File: config.mk
export PLATFORM = sky130hd
export DESIGN_NAME = muldiv_seq
export DESIGN_NICKNAME = d
export VERILOG_FILES = /design/src/rtl/muldiv_seq.sv
export SDC_FILE = /design/constraint.sdc
export NUM_CORES = 1
export LEC_CHECK = 0
export BUFFER_PORTS_ARGS = -buffer_cell sky130_fd_sc_hd__buf_4
export CORE_AREA = 2 2 99 101
export DETAILED_ROUTE_END_ITERATION = 12
export DIE_AREA = 0 0 101 103
export GPL_TIMING_DRIVEN = 0
export PLACE_DENSITY_LB_ADDON = 0.12
export SLEW_MARGIN = 20
export SYNTH_ARGS = -nofsm -noshare
export SYNTH_HDL_FRONTEND = slang
export SYNTH_SLANG_ARGS = --single-unit
File: constraint.sdc
create_clock -name clk -period 11.8 [get_ports clk]
set_clock_uncertainty 0.05 [all_clocks]
set_input_delay 1.18 -clock clk [delete_from_list [all_inputs] [get_ports clk]]
set_output_delay 1.18 -clock clk [all_outputs]
set_load 0.02 [all_outputs]
File: src/rtl/muldiv_seq.sv
// Iterative 16-bit unsigned MUL/MULH/DIVU/REMU sequencer for the EX stage.
// A shift-add multiplier and restoring divider share one WIDTH+1 bit adder.
module muldiv_seq #(
  parameter int WIDTH = 16,
  parameter int CNT_W = 4
) (
  input  logic             clk,
  input  logic             rst,
  input  logic             start,
  input  logic [1:0]       op,
  input  logic [WIDTH-1:0] a,
  input  logic [WIDTH-1:0] b,
  input  logic             flush,
  output logic             busy,
  output logic             done,
  output logic [WIDTH-1:0] result,
  output logic             div_zero,
  output logic             stall
);

  typedef enum logic [1:0] {IDLE, RUN, DONE} state_t;

  state_t           state, state_nxt;
  logic [1:0]       op_r;
  logic [WIDTH-1:0] b_r;
  logic [WIDTH-1:0] acc, acc_nxt;   // multiply high half / divide remainder
  logic [WIDTH-1:0] lo, lo_nxt;     // multiply low half / divide quotient
  logic [CNT_W-1:0] cnt;

  logic             accept, div0, last;
  logic [WIDTH:0]   r_sh, add_a, add_b;
  logic             add_cin;
  logic [WIDTH+1:0] add_sum;
  logic [WIDTH-1:0] q_sh;

  // The restored remainder is always below the divisor, so WIDTH bits hold it;
  // only the shifted trial value needs the extra bit.
  always_comb begin
    accept  = (state == IDLE) && start && !flush;
    div0    = accept && op[1] && (b == '0);
    last    = (cnt == CNT_W'(WIDTH - 1));
    r_sh    = {acc, lo[WIDTH-1]};
    q_sh    = {lo[WIDTH-2:0], 1'b0};
    add_a   = '0;
    add_b   = '0;
    add_cin = 1'b0;
    if (op_r[1]) begin
      add_a   = r_sh;
      add_b   = ~{1'b0, b_r};
      add_cin = 1'b1;
    end else begin
      add_a   = {1'b0, acc};
      add_b   = lo[0] ? {1'b0, b_r} : '0;
      add_cin = 1'b0;
    end
    add_sum = {1'b0, add_a} + {1'b0, add_b} + {{(WIDTH+1){1'b0}}, add_cin};

    acc_nxt = acc;
    lo_nxt  = lo;
    if (op_r[1]) begin
      if (add_sum[WIDTH+1]) begin
        acc_nxt = add_sum[WIDTH-1:0];
        lo_nxt  = {q_sh[WIDTH-1:1], 1'b1};
      end else begin
        acc_nxt = r_sh[WIDTH-1:0];
        lo_nxt  = q_sh;
      end
    end else begin
      acc_nxt = add_sum[WIDTH:1];
      lo_nxt  = {add_sum[0], lo[WIDTH-1:1]};
    end
  end

  always_comb begin
    state_nxt = state;
    case (state)
      IDLE: if (accept) state_nxt = div0 ? DONE : RUN;
      RUN: begin
        if (flush)     state_nxt = IDLE;
        else if (last) state_nxt = DONE;
      end
      DONE:    state_nxt = IDLE;
      default: state_nxt = IDLE;
    endcase
  end

  always_ff @(posedge clk or posedge rst) begin
    if (rst) state <= IDLE;
    else     state <= state_nxt;
  end

  always_ff @(posedge clk or posedge rst) begin
    if (rst) begin
      busy     <= 1'b0;
      done     <= 1'b0;
      result   <= '0;
      div_zero <= 1'b0;
      op_r     <= '0;
      b_r      <= '0;
      acc      <= '0;
      lo       <= '0;
      cnt      <= '0;
    end else begin
      busy <= (state_nxt == RUN);
      done <= (state_nxt == DONE);
      case (state)
        IDLE: begin
          if (accept) begin
            op_r <= op;
            b_r  <= b;
            acc  <= '0;
            lo   <= a;
            cnt  <= '0;
            if (div0) begin
              result   <= op[0] ? a : '1;
              div_zero <= 1'b1;
            end
          end
        end
        RUN: begin
          if (!flush) begin
            acc <= acc_nxt;
            lo  <= lo_nxt;
            cnt <= cnt + CNT_W'(1);
            if (last) begin
              // op[0] picks the high/remainder half for MULH and REMU
              result   <= op_r[0] ? acc_nxt : lo_nxt;
              div_zero <= 1'b0;
            end
          end
        end
        default: ;
      endcase
    end
  end

  assign stall = busy | accept;

endmodule

==> flow_metrics.env <==
export IMPL_die_w_um=101
export IMPL_synth_fp_nets=658
export IMPL_io_pins=58
export IMPL_power_density_nw_per_um2=200.3
export IMPL_crit_type="reg -> reg"
export IMPL_synth_top_family_by_area="compound AO/OA/AOI/OAI gates"
export IMPL_synthAdderAreaFrac_pct=4.818
export IMPL_synthFlopType="dfrtp_1"
export IMPL_fmax_mhz=197.4
export IMPL_via_per_inst=6.232
export IMPL_grt_pass1_vias=4712
export IMPL_drv_slew=0
export IMPL_postSynthCellCount=601
export IMPL_cts_inserted_buffers=9
export IMPL_nFillCells=847
export IMPL_netlist_area_um2=5246
export IMPL_initial_core_util_pct=55.46
export IMPL_ys_seq_area_share_pct=35.77
export IMPL_synth_compound_area_share_pct=23.90
export IMPL_antenna_cells=0
export IMPL_synthDistinctLibCells=75
export IMPL_cp_max_fo=10
export IMPL_r2r_end="result[11]"
export IMPL_p_total_mw=1.215
export IMPL_power_internal_mw=0.6864
export IMPL_vias=4917
export IMPL_p_sw_mw=0.5282
export IMPL_routabilityCongestion=0.9400
export IMPL_crit_family="buffers and inverters"
export IMPL_timing_rr_start="op_r[1]"
export IMPL_peakVddDrop_mv=0.1228
export IMPL_finalHoldViolCount=0
export IMPL_r2r_slack_ns=6.73
export IMPL_grt_ovfl_total=0
export IMPL_grt_pass1_wl_um=24610
export IMPL_post_route_period_util_pct=42.93
export IMPL_die_area_um2=10400
export IMPL_setup_viol=0
export IMPL_first_pass_iters=5
export IMPL_endpoint_kind="register"
export IMPL_core_area_um2=9459
export IMPL_crit_required_ns=11.95
export IMPL_netlist_area_leader_share_pct=35.77
export IMPL_cts_hold_buf=0
export IMPL_drc=0
export IMPL_antenna_found_initial=0
export IMPL_layout_drive_gt1_share_pct=19.85
export IMPL_gr_usage_all_layers_pct=30.99
export IMPL_worst_pin_slew_ns=0.8343
export IMPL_leakagePower_nw=2.797
export IMPL_cp_cell_sequence="clkbuf_8 -> clkbuf_1 -> buf_1 -> buf_1 -> mux2i_1 -> fa_1 -> fa_1 -> nand2b_1 -> a21oi_1 -> o21a_1 -> nor3_1 -> xnor2_1 -> a221oi_1 -> o221ai_1"
export IMPL_finalNetCount=727
export IMPL_wl_per_cell_um=19.70
export IMPL_status="completed"
export IMPL_drt_wl_total_um=15540
export IMPL_synth_async_reset_ratio_pct=100.0
export IMPL_yosys_area_top_type="dfrtp_1"
export IMPL_cts_setup_buffers=0
export IMPL_cts_max_path_buffers=2
export IMPL_dp_cells=773
export IMPL_critPathBufInv=4
export IMPL_synthMuxAreaShare_pct=8.300
export IMPL_rsz0062_at_grt="no"
export IMPL_crit_end="result[11]"
export IMPL_synth_seq_cells=75
export IMPL_cts_reportedPaths_clkPinSlew_ns=0.08
export IMPL_ant_nets=0
export IMPL_holdCritPathClass="reg -> reg"
export IMPL_worstRegToRegCells=14
export IMPL_dieHeight_um=103
export IMPL_crit_start="op_r[1]"
export IMPL_synth_xor_area_share_pct=2.003
export IMPL_post_route_min_period_ns=5.066
export IMPL_portBuffers=57
export IMPL_pwr_share_clk_pct=18.7
export IMPL_totalNegativeSetupSlack_ns=0
export IMPL_htree_levels=3
export IMPL_cts_tree="done"
export IMPL_timing_slew_headroom_pct=44.38
export IMPL_arrival_ns=5.22
export IMPL_synthTopCellsByCount="92 x nand2_1, 75 x dfrtp_1, 63 x o21ai_0"
export IMPL_grt_max_degree=40
export IMPL_sw_frac_of_total_pct=43.49
export IMPL_cp_slowest_cell="a221oi_1"
export IMPL_drtIter0Drc=329
export IMPL_instances_no_fill=789
export IMPL_critPathMaxStageDelay_ns=0.66
export IMPL_ctsResizeCount=0
export IMPL_root_buffer="clkbuf_8"
export IMPL_synth_edf_count=0
export IMPL_syn_avg_cell_area_um2=8.729
export IMPL_seq_power_share_pct=29.4
export IMPL_maxCapViolCount=0
export IMPL_dp_hpwl_um=11880
export IMPL_crit_cells=14
export IMPL_yosysMostFrequentCell="nand2_1"
export IMPL_clkLatencyLatePin_ns=0.36
export IMPL_power_frac_comb_pct=51.9
export IMPL_ys_top_cells_by_area="dfrtp_1 36%, nand2_1 6.6%, o21ai_0 6.0%"
export IMPL_ys_warn_count=0
export IMPL_clock_sinks=75
export IMPL_syn2layout_area_growth_pct=15.60
export IMPL_num_rows=36
export IMPL_cp_start_kind="register"
export IMPL_synth_simple_area_share_pct=19.25
sequential cells by signal, summed over array words and instances (netlist names):
| register | flops |
|---|---|
| state | 2 |
| op_r | 2 |
| div_zero | 1 |
| busy | 1 |
| lo | 16 |
| b_r | 16 |
| done | 1 |
| acc | 16 |
| result | 16 |
| cnt | 4 |
how the worst min path moves through the flow:
| stage | depth (start not counted) | to | start | slack (ns) |
|---|---|---|---|---|
| 2_1_floorplan | 2 | acc[11] | acc[11] | 0.41 |
| 6_report | 2 | b_r[9] | b_r[9] | 0.46 |
| 3_5_place_dp | 1 | div_zero | div_zero | 0.44 |
| 3_3_place_gp | 2 | b_r[9] | b_r[9] | 0.43 |
| 4_1_cts | 2 | b_r[13] | b_r[13] | 0.46 |
| 5_1_grt | 1 | div_zero | div_zero | 0.48 |
power groups by stage:
| stage | registers, mW | clock network (mW) | logic (mW) |
|---|---|---|---|
| 2_1_floorplan | 0.342 | 0 | 0.470 |
| 3_3_place_gp | 0.359 | 0 | 0.607 |
| 3_5_place_dp | 0.361 | 0 | 0.617 |
| 4_1_cts | 0.356 | 0.229 | 0.621 |
| 5_1_grt | 0.365 | 0.240 | 0.691 |
| 6_report | 0.357 | 0.228 | 0.630 |
cell usage in the layout (no fill, tap or decap), types with 16 or more instances in the layout:
master and count:
a21oi_1 39, mux2_2 20, nand3_1 25, nor2_1 41, buf_4 60, nand2_1 92, ha_1 17, o21ai_0 63
clkbuf_1 23, clkbuf_8 16, dfrtp_1 75, mux2i_1 21
cell families after synthesis:
family	Yosys count
adder cells (fa/ha/maj)	19
AND/OR/NAND/NOR	214
buffers and inverters	53
flip-flops	75
multiplexers	41
AO/OA/AOI/OAI	187
XOR/XNOR	12
stage by stage:
stage	utilization (%)	hold slack (ns)	area [um^2]	worst slack, ns
after detailed placement	61.73	0.4379	5839	6.907
after global routing	64.11	0.4774	6065	6.447
after floorplan	-	0.4094	5246	7.839
final	64.11	0.4586	6065	6.734
after global placement	61.49	0.4305	5817	6.923
after CTS	64.11	0.4572	6065	6.862
worst reg2reg max path, stage by stage, from the launching register on:
cell,delay [ns]
dfrtp_1,0.35
clkbuf_8,0.17
clkbuf_1,0.49
buf_1,0.51
buf_1,0.49
mux2i_1,0.21
fa_1,0.48
fa_1,0.42
nand2b_1,0.19
a21oi_1,0.17
o21a_1,0.23
nor3_1,0.08
xnor2_1,0.18
a221oi_1,0.66
o221ai_1,0.24
final cells by class:
cell class | count | area (um^2) | share of cell area [%]
inverters | 11 | 43.79 | 0.7221
clock buffers | 10 | 127.6 | 2.104
multi-input cells | 473 | 3057 | 50.40
flip-flops and latches | 75 | 1877 | 30.95
repair buffers | 58 | 447.9 | 7.386
well taps | 114 | 142.6 | 2.352
plain buffers | 42 | 271.5 | 4.477
clock inverters | 6 | 97.59 | 1.609
layer usage:
| metal | vias to the layer above | global-route usage (%) | routed length, um | share of wire (%) |
|---|---|---|---|---|
| li1 | 2339 | - | - | - |
| met1 | 2345 | 43.86 | 6903 | 44 |
| met2 | 212 | 49.49 | 7290 | 47 |
| met3 | 21 | 4.542 | 1112 | 7.2 |
| met4 | 0 | 9.667 | 235 | 1.5 |
| met5 | - | 0 | 0 | 0 |
Note: power is estimated with default switching activity, not from simulation.
